File: config.mk
export PLATFORM = sky130hd
export DESIGN_NAME = opposite_cnt_array_flat
export DESIGN_NICKNAME = d
export VERILOG_FILES = /design/src/rtl/opposite_cnt_pkg.sv /design/src/rtl/opposite_cnt_array_if.sv /design/src/rtl/opposite_cnt_lane.sv /design/src/rtl/opposite_cnt_array.sv /design/src/flat_wrapper.sv
export SDC_FILE = /design/constraint.sdc
export NUM_CORES = 1
export LEC_CHECK = 0
export BUFFER_PORTS_ARGS = -buffer_cell sky130_fd_sc_hd__buf_4
export CAP_MARGIN = 20
export CORE_MARGIN = 2
export CORE_UTILIZATION = 45
export CTS_CLUSTER_SIZE = 12
export DETAILED_ROUTE_END_ITERATION = 8
export PLACE_DENSITY = 0.66
export SLEW_MARGIN = 20
export SYNTH_ARGS = -nofsm -noshare
export SYNTH_HDL_FRONTEND = slang
export SYNTH_SLANG_ARGS = --single-unit
File: constraint.sdc
create_clock -name i_clk -period 2.3 [get_ports i_clk]
set_input_delay 0.23 -clock i_clk [delete_from_list [all_inputs] [get_ports i_clk]]
set_output_delay 0.23 -clock i_clk [all_outputs]
set_load 0.02 [all_outputs]
File: src/rtl/opposite_cnt_pkg.sv
// Shared op encoding and width helper for the opposite-counter lane array.
package opposite_cnt_pkg;

  typedef enum logic [1:0] {
    OP_NOP  = 2'b00,
    OP_INC  = 2'b01,
    OP_DEC  = 2'b10,
    OP_LOAD = 2'b11
  } op_e;

  function automatic int unsigned cnt_max(input int unsigned w);
    return (w >= 32) ? 32'hFFFF_FFFF : ((32'd1 << w) - 32'd1);
  endfunction

endpackage

File: src/rtl/opposite_cnt_array_if.sv
// Command bus into the counter array: one op per accepted cycle, plus sticky-flag clear.
interface opposite_cnt_array_if #(
  parameter int WIDTH = 4,
  parameter int CW    = 1
);
  import opposite_cnt_pkg::*;

  logic             cmd_valid;
  logic             cmd_ready;
  op_e              cmd_op;
  logic [CW-1:0]    cmd_ch;
  logic [WIDTH-1:0] cmd_data;
  logic             ovf_clr;

  modport master (output cmd_valid, cmd_op, cmd_ch, cmd_data, ovf_clr, input cmd_ready);
  modport slave  (input cmd_valid, cmd_op, cmd_ch, cmd_data, ovf_clr, output cmd_ready);
endinterface

File: src/rtl/opposite_cnt_lane.sv
// One counter lane: explicit count v plus shadow imp kept at MAX - v, with registered view and sticky ovf.
module opposite_cnt_lane
  import opposite_cnt_pkg::*;
#(
  parameter int WIDTH    = 4,
  parameter int SATURATE = 0
) (
  input  logic             i_clk,
  input  logic             i_rst,
  input  logic             i_inc,
  input  logic             i_dec,
  input  logic             i_load,
  input  logic             i_ph2,
  input  logic             i_pend,
  input  logic             i_ovf_clr,
  input  logic [WIDTH-1:0] i_data,
  input  logic [WIDTH-1:0] i_ph2_data,
  output logic [WIDTH-1:0] o_out,
  output logic             o_ovf,
  output logic             o_inv_ok
);
  localparam logic [WIDTH-1:0] MAX = WIDTH'(cnt_max(WIDTH));

  logic [WIDTH-1:0] r_v, r_imp, r_out;
  logic             r_ovf;
  logic             w_at_max, w_at_zero, w_ovf_set;

  assign w_at_max  = (r_v == MAX);
  assign w_at_zero = (r_v == '0);
  assign w_ovf_set = (i_inc && w_at_max) || (i_dec && w_at_zero);

  always_ff @(posedge i_clk) begin
    if (i_rst) begin
      r_v   <= '0;
      r_imp <= MAX;
      r_out <= '0;
      r_ovf <= 1'b0;
    end else begin
      // Plain modular add/sub already wraps both v and imp in lockstep.
      if (i_inc) begin
        if (!((SATURATE != 0) && w_at_max)) begin
          r_v   <= r_v + 1'b1;
          r_imp <= r_imp - 1'b1;
        end
      end else if (i_dec) begin
        if (!((SATURATE != 0) && w_at_zero)) begin
          r_v   <= r_v - 1'b1;
          r_imp <= r_imp + 1'b1;
        end
      end else if (i_load) begin
        r_v <= i_data;
      end
      if (i_ph2) r_imp <= MAX - i_ph2_data;
      // Hold the view while v and imp disagree mid-load.
      if (!i_pend) r_out <= r_v & (MAX - r_imp);
      if (w_ovf_set)      r_ovf <= 1'b1;
      else if (i_ovf_clr) r_ovf <= 1'b0;
    end
  end

  assign o_out    = r_out;
  assign o_ovf    = r_ovf;
  assign o_inv_ok = (r_v == (MAX - r_imp));
endmodule

File: src/rtl/opposite_cnt_array.sv
// NCH opposite-counter lanes behind one command port; owns decode and the two-phase load sequencing.
module opposite_cnt_array
  import opposite_cnt_pkg::*;
#(
  parameter int WIDTH    = 4,
  parameter int NCH      = 2,
  parameter int SATURATE = 0,
  localparam int CW      = (NCH > 1) ? $clog2(NCH) : 1
) (
  input  logic                 i_clk,
  input  logic                 i_rst,
  opposite_cnt_array_if.slave  cmd_if,
  output logic [NCH*WIDTH-1:0] o_out,
  output logic [NCH-1:0]       o_ovf,
  output logic                 o_inv_ok
);
  logic                       r_pend;
  logic [CW-1:0]              r_ch;
  logic [WIDTH-1:0]           r_data;
  logic                       w_acc, w_in_range;
  logic [NCH-1:0]             w_inv_ok;
  logic [NCH-1:0][WIDTH-1:0]  w_out;

  assign cmd_if.cmd_ready = !i_rst && !r_pend;
  assign w_acc            = cmd_if.cmd_valid && cmd_if.cmd_ready;
  assign w_in_range       = 32'(cmd_if.cmd_ch) < NCH;

  // Phase 2 of a load always lands on the edge right after acceptance.
  always_ff @(posedge i_clk) begin
    if (i_rst) begin
      r_pend <= 1'b0;
      r_ch   <= '0;
      r_data <= '0;
    end else if (r_pend) begin
      r_pend <= 1'b0;
    end else if (w_acc && w_in_range && cmd_if.cmd_op == OP_LOAD) begin
      r_pend <= 1'b1;
      r_ch   <= cmd_if.cmd_ch;
      r_data <= cmd_if.cmd_data;
    end
  end

  for (genvar g = 0; g < NCH; g++) begin : g_lane
    logic w_sel, w_pend;
    assign w_sel  = w_acc && (cmd_if.cmd_ch == CW'(g));
    assign w_pend = r_pend && (r_ch == CW'(g));

    opposite_cnt_lane #(.WIDTH(WIDTH), .SATURATE(SATURATE)) u_lane (
      .i_clk      (i_clk),
      .i_rst      (i_rst),
      .i_inc      (w_sel && cmd_if.cmd_op == OP_INC),
      .i_dec      (w_sel && cmd_if.cmd_op == OP_DEC),
      .i_load     (w_sel && cmd_if.cmd_op == OP_LOAD),
      .i_ph2      (w_pend),
      .i_pend     (w_pend),
      .i_ovf_clr  (cmd_if.ovf_clr),
      .i_data     (cmd_if.cmd_data),
      .i_ph2_data (r_data),
      .o_out      (w_out[g]),
      .o_ovf      (o_ovf[g]),
      .o_inv_ok   (w_inv_ok[g])
    );
  end

  assign o_out    = w_out;
  assign o_inv_ok = &w_inv_ok;
endmodule

File: src/flat_wrapper.sv
// flat-port wrapper written by rule: the top's interface ports become plain ports
module opposite_cnt_array_flat import opposite_cnt_pkg::*;
#(
  parameter int WIDTH    = 4,
  parameter int NCH      = 2,
  parameter int SATURATE = 0,
  localparam int CW      = (NCH > 1) ? $clog2(NCH) : 1
)
  (i_clk, i_rst, o_out, o_ovf, o_inv_ok, cmd_if_cmd_valid, cmd_if_cmd_op, cmd_if_cmd_ch, cmd_if_cmd_data, cmd_if_ovf_clr, cmd_if_cmd_ready);
  opposite_cnt_array_if #(.WIDTH(WIDTH), .CW(CW)) cmd_if_i ();
  input  logic i_clk;
  input  logic i_rst;
  output logic [NCH*WIDTH-1:0] o_out;
  output logic [NCH-1:0] o_ovf;
  output logic o_inv_ok;
  input wire logic [$bits(cmd_if_i.cmd_valid)-1:0] cmd_if_cmd_valid;
  input wire logic [$bits(cmd_if_i.cmd_op)-1:0] cmd_if_cmd_op;
  input wire logic [$bits(cmd_if_i.cmd_ch)-1:0] cmd_if_cmd_ch;
  input wire logic [$bits(cmd_if_i.cmd_data)-1:0] cmd_if_cmd_data;
  input wire logic [$bits(cmd_if_i.ovf_clr)-1:0] cmd_if_ovf_clr;
  output wire logic [$bits(cmd_if_i.cmd_ready)-1:0] cmd_if_cmd_ready;
  assign cmd_if_i.cmd_valid = cmd_if_cmd_valid;
  assign cmd_if_i.cmd_op = cmd_if_cmd_op;
  assign cmd_if_i.cmd_ch = cmd_if_cmd_ch;
  assign cmd_if_i.cmd_data = cmd_if_cmd_data;
  assign cmd_if_i.ovf_clr = cmd_if_ovf_clr;
  assign cmd_if_cmd_ready = cmd_if_i.cmd_ready;
  opposite_cnt_array #(.WIDTH(WIDTH), .NCH(NCH), .SATURATE(SATURATE)) u_core (.i_clk(i_clk), .i_rst(i_rst), .cmd_if(cmd_if_i), .o_out(o_out), .o_ovf(o_ovf), .o_inv_ok(o_inv_ok));
endmodule
Yosys cells after proc, flatten, opt, wreduce, memory -nomap -nowiden
Index checks and enable logic that the tools add are counted.
Widths: inputs -> output; s select.
Word-level totals
  input bits: 11
  ROM bits: 0
  bits in registers: 32
  RAM bits: 0
  bits in latches: 0
  word-level logic and storage cells: 82
  memories kept: 0
  output and inout bits: 12
Cells by class
  div/mod/pow operators: 0
  add/sub/neg operators: 11
  magnitude comparators: 0
  multiplexer cells: 16
  reductions and logical operators: 32
  equal/unequal tests: 7
  multipliers: 0
  shifts and indexed selects: 0
  bitwise gates (word level): 5
Operators with widths (count)
  $mux 4: 12
  $logic_and 1x1->1: 17
  $add 4x1->4 const B: 4
  $sub 4x1->4 const B: 4
  $reduce_bool 3->1: 4
  $sub 4x4->4 const A: 3
  $and 4x4->4: 2
  $eq 4x4->1: 2
  $eq 4x4->1 const B: 2
  $logic_not 4->1: 2
  $eq 2x2->1 const B: 2
  $mux 1: 4
  $reduce_and 2->1: 2
  $reduce_bool 2->1: 2
  $not 1->1: 3
  $eq 2x1->1 const B: 1
  $logic_not 1->1: 2
  $logic_or 1x1->1: 2
  $reduce_or 2->1: 1

Logic depth before layout (Yosys ltp)
Gate-level depths: netlist of the first run.
  word-level depth: 8
  mapped depth: 10
  mapped depth without buffers: 8

Cells and area by module
A second synthesis of the first run with hierarchy kept.
Unflattened totals
  cells, all modules: 231
  area, all modules: 2077.0 um2
By module, submodules not included
  opposite_cnt_lane: instances 2, area an instance 887.1 um2, seq. area each 260.2 um2, cells an instance 100
  opposite_cnt_array: instances 1, area an instance 302.8 um2, seq. area each 120.1 um2, cells an instance 31

Least setup slack after synthesis of the first run
Ideal clock, no wire load.
  path type: flip-flop to flip-flop
  start: register u_core.r_pend
  end: register u_core.g_lane[0].u_lane.r_imp[2]
  setup slack: 0.105 ns
  data required time: 2.167 ns
  clock period less this slack: 2.195 ns
  library setup time: 0.133 ns
  stages on the path, launching flop included: 11
  buffers on the path: 2
  arrival time: 2.062 ns
  cell sequence: dfxtp_1 > buf_6 > or4b_1 > buf_2 > nor2_1 > xnor2_1 > ha_1 > nor2_1 > a221o_1 > a31oi_1 > o221ai_1
Between the ends
  longest elaborated chain between the ends: 7
  elaborated cells between the ends (all ways): 10
  those cells by class: mux: 2; reduce/logical: 8
RTL lines
  from (decl): RTL line opposite_cnt_array.sv:17  | logic r_pend;
  from (signal assigned): RTL line opposite_cnt_array.sv:31  | r_pend <= 1'b0;
  from (signal assigned): RTL line opposite_cnt_array.sv:35  | r_pend <= 1'b0;
  from (signal assigned): RTL line opposite_cnt_array.sv:37  | r_pend <= 1'b1;
  $logic_not 1->1: RTL line opposite_cnt_array.sv:24  | assign cmd_if.cmd_ready = !i_rst && !r_pend;
  $logic_and 1x1->1: RTL line opposite_cnt_array.sv:24
  $logic_and 1x1->1: RTL line opposite_cnt_array.sv:25  | assign w_acc = cmd_if.cmd_valid && cmd_if.cmd_ready;
  $logic_and 1x1->1: RTL line opposite_cnt_array.sv:45  | assign w_sel = w_acc && (cmd_if.cmd_ch == CW'(g));
  $logic_and 1x1->1: RTL line opposite_cnt_array.sv:51  | .i_inc (w_sel && cmd_if.cmd_op == OP_INC),
  $mux 4: RTL line opposite_cnt_lane.sv:40  | if (i_inc) begin
  $mux 4: RTL line opposite_cnt_lane.sv:53  | if (i_ph2) r_imp <= MAX - i_ph2_data;
  to (signal assigned): RTL line opposite_cnt_lane.sv:43  | r_imp <= r_imp - 1'b1;
  to (signal assigned): RTL line opposite_cnt_lane.sv:48  | r_imp <= r_imp + 1'b1;
  to (signal assigned): RTL line opposite_cnt_lane.sv:53
  to (decl): RTL line opposite_cnt_lane.sv:24  | logic [WIDTH-1:0] r_v, r_imp, r_out;
Parallel ways exist; a longest one is shown, timed or not.
A chain may end at the register's enable or synchronous reset.

Final worst setup path of the first run
  start: register u_core.g_lane[0].u_lane.r_imp[1]
  end: output port o_inv_ok
Between the ends
  longest elaborated chain between the ends: 3
RTL lines
  $sub 4x4->4: RTL line opposite_cnt_lane.sv:63  | assign o_inv_ok = (r_v == (MAX - r_imp));
  $eq 4x4->1: RTL line opposite_cnt_lane.sv:63
  $reduce_and 2->1: RTL line opposite_cnt_array.sv:66  | assign o_inv_ok = &w_inv_ok;
  to (decl): RTL line flat_wrapper.sv:15  | output logic o_inv_ok;
Every way passes these cells.

==> results by stage, run 1 <==
Synth:
- The cell area after technology mapping is a little over 0.002 mm^2.
- Yosys instantiated no cell more often than sky130_fd_sc_hd__dfxtp_1.
- Of the total synthesized cell area, the portion taken by AND, OR, NAND and NOR gates is 0.248.
- The main combinational cell family by area after synthesis is simple AND/OR/NAND/NOR gates.
- In the synthesized netlist the dominant register cell turns out to be sky130_fd_sc_hd__dfxtp_1.
- The async set or reset register ratio after synthesis is 0.
- Synthesis produced between 200 and 300 cells.
- The share of synthesized area in the top cell type comes to 0.309.
- The multiplexer share of the synthesized area is 0.0344.
- The Yosys step of the flow raised 0 warnings.
- sky130_fd_sc_hd__dfxtp_1 takes more of the synthesized area than any other cell.
- The count of cell types in the netlist is 59.
- The xor and xnor fraction of the mapped netlist area is 0.0127.
- In the post-synthesis netlist, the biggest area contributors are sky130_fd_sc_hd__dfxtp_1 (31%), sky130_fd_sc_hd__ha_1 (9.7%), sky130_fd_sc_hd__nand2_1 (5.6%).
- The post-synthesis compound-gate area fraction was 0.228.
- The average cell area after synthesis is 8.17 um^2.
- The count of state elements after synthesis is 32.
- The sequential fraction of the synthesis area is 0.309.
- The number of synthesized flops with an enable pin is 0.
- The arithmetic-cell share of the synthesized area counting full adders, half adders and majority gates is 0.0965.
- The number of nets in the synthesized netlist is 281.
- Ranked by instance count, the synthesized netlist is headed by sky130_fd_sc_hd__dfxtp_1 (32), sky130_fd_sc_hd__nand2_1 (31), sky130_fd_sc_hd__nor2_1 (23), sky130_fd_sc_hd__a21oi_1 (19), sky130_fd_sc_hd__ha_1 (16).

Power:
- After layout, the design draws a total of 1360 uW.
- The worst-case IR drop observed on VDD is ~0.00037 V.
- The analysis attributes to cell leakage a power of 0.000995 uW.
- The power density over the cells is approximately 570 mW/mm^2.

Critical path:
- The endpoint required time on the critical path is 2.07 ns.
- For the worst setup path, the data arrival time is 1.91 ns.
- The sort of element at the end of the critical path is an output pin.
- The depth of the most critical reg-to-reg path is 8.
- The worst setup path is launched from a flop.
- The cell at the slowest stage of the critical path is sky130_fd_sc_hd__or4_1.
- Walking the worst path, the cells encountered are inv_1 > ha_1 > or4_1 > nor2_1 > buf_4.
- In this design, the stage delay of the slowest critical-path cell is around 0.53 ns.
- In this run the worst path has a maximum fanout of 5.
- The critical path is of the reg2out type.

STA:
- The final-report max-slew violation count is 0.
- The number of failing hold endpoints at the final stage is 0.
- The accumulated negative setup slack is 0 ns.
- Setup slack on the critical path of the routed design comes to 0.156 ns.
- Headroom to the max-slew limit came out at 0.611.
- In the finished design, the share of the clock period the worst path needs comes to 0.932.
- The peak clock frequency supported by timing is 0.467 GHz.
- Setup repair after global routing left no endpoint under its margin.
- The clock period minus worst slack is approximately 2.1 ns.
- The transition time at the pin with the least slew margin is slightly below 0.6 ns.
- Across the routed clock network, the largest skew measured is around 0.0029 ns.
- Setup violations remaining at the end of the flow were counted as 0.

Placed design:
- In this run the tool buffered the top-level ports with 22 buffer cells.
- Before CTS, the worst setup slack after placement is around 0.15 ns.
- The HPWL after detailed placement is around 3700 um.
- At the end of routability-driven placement, the weighted congestion stood at about 0.85.
- In this run the cell area measured after placement is approximately 0.0023 mm^2.

CTS:
- The number of buffers inserted for hold repair after clock tree synthesis is 0.
- The post-CTS repair timing setup buffer count is 0.
- Post-CTS repair changed the size of 0 cells.
- In this run the number of H-tree levels came out at 2.
- The TritonCTS clock tree is built.
- The maximum root-to-sink buffer count is 2.
- In this run, CTS created clock tree buffers numbering 5.
- Clock tree synthesis selected as its root buffer the cell sky130_fd_sc_hd__clkbuf_8.
- The total clock sinks is 32.
- Clock-pin slew was measured on the worst setup and hold paths at about 0.070 ns.
- Clock latency on the worst-skew pair, taken at its later pin, is 0.30 ns.

Routing:
- For this run, design rule violations remaining after detail routing come to 0.
- The violation count after the first detailed-routing iteration is between 150 and 200.
- The total wirelength of the detailed-routed design is around 5300 um.
- The average wire per cell in the routed design is approximately 16 um.
- The detailed-router iteration count before antenna repair is 4.
- The via density per instance is about 6.0.
- The count of nets left with antenna violations once routing finished came out at 0.
- The via total after detailed routing is 1,947.

Layout:
- The final net count is ~300.
- The area of all placed cells without fillers is 0.00238 mm^2.
- 0 antenna diodes ended up in the layout.
- Once layout is complete, the utilization of the core stands at 0.544.
- The area added between synthesis and finish is 15.0%.
- Of the cells placed in the final design, the portion with a size suffix greater than 1 is 0.167.

Job:
- The number of max-capacitance violations reported is 0.

Global route:
- The total overflow left after global routing is 0.
- Entering global routing, the biggest net connects 37 pins.
- The global-route wire length before repair is just under 9000 um.
- The initial antenna violation count was 0.
- The total routing resource utilization after global routing is 0.224.
- The via count of the first global-routing pass is 1,791.

Floorplan:
- The die covers slightly above 0.005 mm^2.
- The top-level I/O count is 23.
- After floorplanning, the core was divided into 24 placement rows.
- The floorplan die height is just over 70 um.
- The die outline width is between 70 and 80 um.
- The effective utilization at floorplan is 0.473.
- In this run the standard cell core region covers ~0.0044 mm^2.

Hold path:
- The worst hold path was traced through 3 stages.
- The worst min-delay path class is in2reg.

Outcome:
- The flow ran to the end, and the final reports show no timing, DRC or antenna violations.
-- critical path: cells and delay by family (launching register included) --
family        cells  cell delay (ns)
flops             1             0.42
fa+ha+maj         1             0.27
simple gates      2             0.66
buf+inv           2             0.27
-- cell usage in the layout, fill, tap and decap left out, drive strengths merged, types with 3 or more instances in the layout --
| cell | synthesis | routed |
|---|---|---|
| a211o | 4 | 4 |
| a21oi | 20 | 20 |
| a221o | 3 | 3 |
| a31oi | 6 | 6 |
| buf | 13 | 31 |
| clkbuf | 5 | 6 |
| dfxtp | 32 | 32 |
| ha | 16 | 16 |
| inv | 14 | 14 |
| mux2i | 6 | 6 |
| nand2 | 31 | 31 |
| nand2b | 4 | 4 |
| nand3 | 6 | 6 |
| nand3b | 6 | 6 |
| nor2 | 23 | 23 |
| nor2b | 3 | 3 |
| nor3 | 7 | 7 |
| nor4b | 3 | 3 |
| o211ai | 5 | 5 |
| o21ai | 8 | 8 |
| or4 | 3 | 3 |
-- final timing paths --
path              slack, ns                              from                          endpoint
setup reg to reg       0.25                     u_core.r_pend  u_core.g_lane[0].u_lane.r_imp[2]
setup / recovery       0.16  u_core.g_lane[0].u_lane.r_imp[1]                          o_inv_ok
hold reg to reg        0.45  u_core.g_lane[0].u_lane.o_out[2]  u_core.g_lane[0].u_lane.o_out[2]
hold / removal         0.19                cmd_if_cmd_data[2]                  u_core.r_data[2]
-- flip-flops by register name, indices dropped and copies added, names as in the netlist --
| register | cells |
|---|---|
| u_core.g_lane.u_lane.o_out | 8 |
| u_core.r_pend | 1 |
| u_core.r_data | 4 |
| u_core.r_ch | 1 |
| u_core.g_lane.u_lane.r_imp | 8 |
| u_core.g_lane.u_lane.o_ovf | 2 |
| u_core.g_lane.u_lane.r_v | 8 |
-- through the flow --
stage | hold WS, ns | cells
2_1_floorplan | 0.377 | 254
3_3_place_gp | 0.439 | 319
3_5_place_dp | 0.445 | 319
4_1_cts | 0.196 | 327
5_1_grt | 0.205 | 327
6_report | 0.195 | 327
-- per-layer routing --
metal	up-vias	global-route usage	share of wire
met1	913	0.320	0.48
met2	61	0.331	0.44
met5	-	0	0
li1	966	-	-
met4	0	0.0943	0.017
met3	7	0.0403	0.068
-- cell type report --
type / count / area, um^2
clock buffers: 6 / 72.6
clock inverters: 2 / 35.0
fillers: 442 / 2000
inverters: 14 / 52.6
multi-input cells: 190 / 1290
flip-flops and latches: 32 / 641
well taps: 52 / 65.1
repair buffers: 31 / 233
-- report_power, final --
group / switching [uW] / internal (uW)
Combinational: 122 / 91.7
Clock: 229 / 321
Sequential: 23.7 / 570
Total: 375 / 984
-- cell families after synthesis --
group / Yosys count
compound gates: 67
buf+inv: 32
simple gates: 97
fa+ha+maj: 16
xor+xnor: 3
mux: 7
flops: 32
No activity file was read; power rests on OpenSTA's default activity.
==> run 2, diff against run 1 <==
- ABC_AREA: default -> 1
==> results by stage, run 2 <==
Critical path:
- The sort of element at the end of the critical path is an output pin.
- The sort of element at the start of the critical path is a flop.
- Traced cell by cell, the critical path runs through ha_1 > nor4_1 > and2_1 > buf_4.
- The kind of cell with the highest combined delay on the critical path is simple AND/OR/NAND/NOR gates.
- The setup path with the least slack is of type reg2out.
- For the worst flop-to-flop path, the logic depth is 9.
- The peak per-stage delay on the critical path is ~0.5 ns.
- The buffers plus inverters on the worst setup path is 1.
- The reg2reg setup slack is 0.56 ns.
- At the worst endpoint, the required time is approximately 2.1 ns.
- The cell at the slowest stage of the critical path is sky130_fd_sc_hd__dfxtp_1.
- The number of cells on the critical path is 4.
- For the worst setup path, the data arrival time is roughly 1.7 ns.
- The highest net fanout along the worst path is 6.

STA:
- The max-slew headroom at the worst pin is 0.520.
- Setup repair after global routing left no endpoint under its margin.
- The clock period minus worst slack is just under 2 ns.
- Adding up every negative setup slack in the final design gives 0 ns.
- The number of failing hold endpoints at the final stage came to 0.
- The final-report max-slew violation count came to 0.
- The transition time at the pin with the least slew margin is 0.719 ns.
- The share of the clock period used by the worst path is 0.850.
- On the final layout, the worst clock skew is roughly 0.0037 ns.
- The final setup violation count is 0.
- The peak clock frequency supported by timing is a little over 0.5 GHz.

Synth:
- The average cell area after synthesis is 7.17 um^2.
- The count of cell types in the netlist is 32.
- The largest total area in the synthesized netlist belongs to sky130_fd_sc_hd__dfxtp_1.
- In the post-synthesis netlist, the biggest area contributors are sky130_fd_sc_hd__dfxtp_1 (31%), sky130_fd_sc_hd__nand2_1 (10%), sky130_fd_sc_hd__ha_1 (9.8%).
- The most instantiated flip-flop cell in the synthesis netlist is sky130_fd_sc_hd__dfxtp_1.
- Yosys mapped a number of flops with a built-in enable equal to 0.
- The number of warning messages in the yosys log is 0.
- Counting every net in the synthesized netlist gives ~310.
- The top-area cell type share of the netlist area is 0.314.
- The async set or reset register ratio after synthesis is 0.
- The sequential fraction of the synthesis area is 0.314.
- Yosys instantiated no cell more often than sky130_fd_sc_hd__nand2_1.
- The commonest cells after synthesis are sky130_fd_sc_hd__nand2_1 (57), sky130_fd_sc_hd__inv_1 (42), sky130_fd_sc_hd__dfxtp_1 (32), sky130_fd_sc_hd__nor2_1 (25), sky130_fd_sc_hd__o21ai_0 (25).
- The count of state elements after synthesis is 32.
- Synthesis handed over a netlist of 285 instances.
- After synthesis the cells add up to roughly 0.0020 mm^2.

Power:
- The switching power is roughly 360 uW.
- The clock share of power is 0.358.
- The internal power is ~900 uW.
- The combinational fraction of design power is 0.170.
- The reported leakage power is roughly 0.0012 uW.
- Of the total power, the share spent switching nets is 0.284.
- The peak supply drop is approximately 0.00038 V.
- The proportion of power drawn by flip-flops and latches is 0.473.
- The power density over the cells is around 540 mW/mm^2.

Global route:
- The met3 usage is 0.0633.
- The global-route wire length before repair is ~8100 um.
- For this run, the total global-route usage over all layers was measured as 0.202.
- The via count of the first global-routing pass is around 1,700.
- The initial antenna violation count is 0.
- The routing layer with the top usage in global route is met2.
- The maximum number of pins on one net before global-route repair is 28.
- For met2 alone, demand over resource in global routing was 0.317.
- The final global-route overflow total is 0.
- For met1 alone, demand over resource in global routing was 0.269.

Floorplan:
- The die covers roughly 0.0051 mm^2.
- The area of the core is 0.00435 mm^2.
- From left edge to right edge, the die measures 71.4 um.
- The top-level I/O count is 23.
- The initial utilization of the core area, before any placement, comes to 0.469.
- The die is ~70 um tall.
- The floorplan has 24 rows.

Layout:
- The number of diodes added for antenna fixing is 0.
- The library cells used most frequently in the layout, excluding fill and tap cells, are sky130_fd_sc_hd__nand2_1 (57), sky130_fd_sc_hd__inv_1 (42), sky130_fd_sc_hd__dfxtp_1 (32).
- The share of post-route cells with drive strength above 1 is 0.168.
- The final cell count without fillers is between 300 and 400.
- Measured on the finished design, the core utilization comes to 0.537.
- The area growth from synthesis to layout is 14.4%.
- The library cell used most frequently in the layout, excluding fill and tap cells, is sky130_fd_sc_hd__nand2_1.
- The final net count is between 300 and 400.

CTS:
- The clock slew at the register clock pins of the worst setup and hold paths is roughly 0.07 ns.
- The number of buffers added by the clock tree synthesis step is 5.
- The number of buffers inserted for hold repair after clock tree synthesis is 0.
- The count of cells resized by post-cts repair is 0.
- The later pin in the worst-skew pair is clocked with a latency of 0.28 ns.
- The TritonCTS clock tree is built.
- The maximum level of the CTS H-tree is 2.
- The clock passes through at most 2 buffers.
- The total clock sinks is 32.
- The post-CTS repair timing setup buffer count is 0.
- The CTS root buffer is sky130_fd_sc_hd__clkbuf_8.

Routing:
- The remaining number of nets flagged by the antenna check after routing is 0.
- The pre-antenna-repair detailed-routing pass consisted of 4 iterations.
- Summing over every cut layer, the via total after detailed routing is roughly 1,900.
- The violation count after the first detailed-routing iteration is around 120.
- After detailed routing, the number of remaining DRC violations is 0.
- The via density per instance is about 5.2.
- The average wire per cell in the routed design is 13.1 um.
- The routed design has roughly 4700 um of wire.

Placed design:
- In this run, placement finished with an instance count of between 300 and 400.
- The HPWL after detailed placement is 3530 um.
- The congestion estimate from routability-driven global placement came to around 0.87.
- The port buffer count is 22.

Outcome:
- The run finished with clean final reports.

Hold path:
- The tightest min-delay check is of the in2reg type.
- Along the worst hold path, the cell count comes to 2.

Job:
- The number of max-capacitance violations reported is 0.
## run 2: metal layers
layer	wire, um	vias to the layer above
met4	53	0
met5	0	-
met2	2100	35
met1	2360	849
met3	235	4
li1	-	981
## run 2: layout make-up
class,count,area (um^2)
flip-flops and latches,32,641
clock buffers,8,90.1
repair buffers,22,165
multi-input cells,202,1200
well taps,52,65.1
inverters,46,173
fillers,415,2020
## run 2: worst paths after layout
| path | startpoint | endpoint |
|---|---|---|
| max reg2reg | u_core.r_pend | u_core.g_lane[1].u_lane.r_imp[1] |
| max | u_core.g_lane[1].u_lane.r_v[3] | o_inv_ok |
| min reg2reg | u_core.r_data[2] | u_core.r_data[2] |
| min | i_rst | u_core.g_lane[0].u_lane.r_v[0] |
## run 2: worst reg2reg max path: cells and delay by family (launching register included)
kind	cells	cell delay, ns
compound gates	1	0.10
fa+ha+maj	1	0.26
buf+inv	1	0.04
flops	1	0.34
simple gates	6	0.85
## run 2: per-stage QoR
step / hold slack [ns] / worst slack (ns) / total power [uW] / cell area (um^2)
6_report: 0.166 / 0.344 / 1270 / 2340
5_1_grt: 0.172 / 0.237 / 1330 / 2340
4_1_cts: 0.165 / 0.334 / 1270 / 2340
3_5_place_dp: 0.463 / 0.555 / 824 / 2250
3_3_place_gp: 0.468 / 0.564 / 824 / 2250
2_1_floorplan: 0.299 / 0.629 / 755 / 2040
## run 2: logic make-up after synthesis
logic type,Yosys count,synth area share
buffers and inverters,51,0.0974
AOI/OAI and AO/OA,57,0.164
xor gates and xnor gates,9,0.0386
DFF,32,0.314
adders and majority gates,16,0.0980
and+or+nand+nor,120,0.288
## run 2: power by group through the flow
stage	Clock (uW)	Combinational [uW]	Sequential, uW
finish	453	215	598
global route	482	246	601
CTS	460	216	597
detailed placement	0	215	609
global placement	0	214	609
floorplan	0	152	604
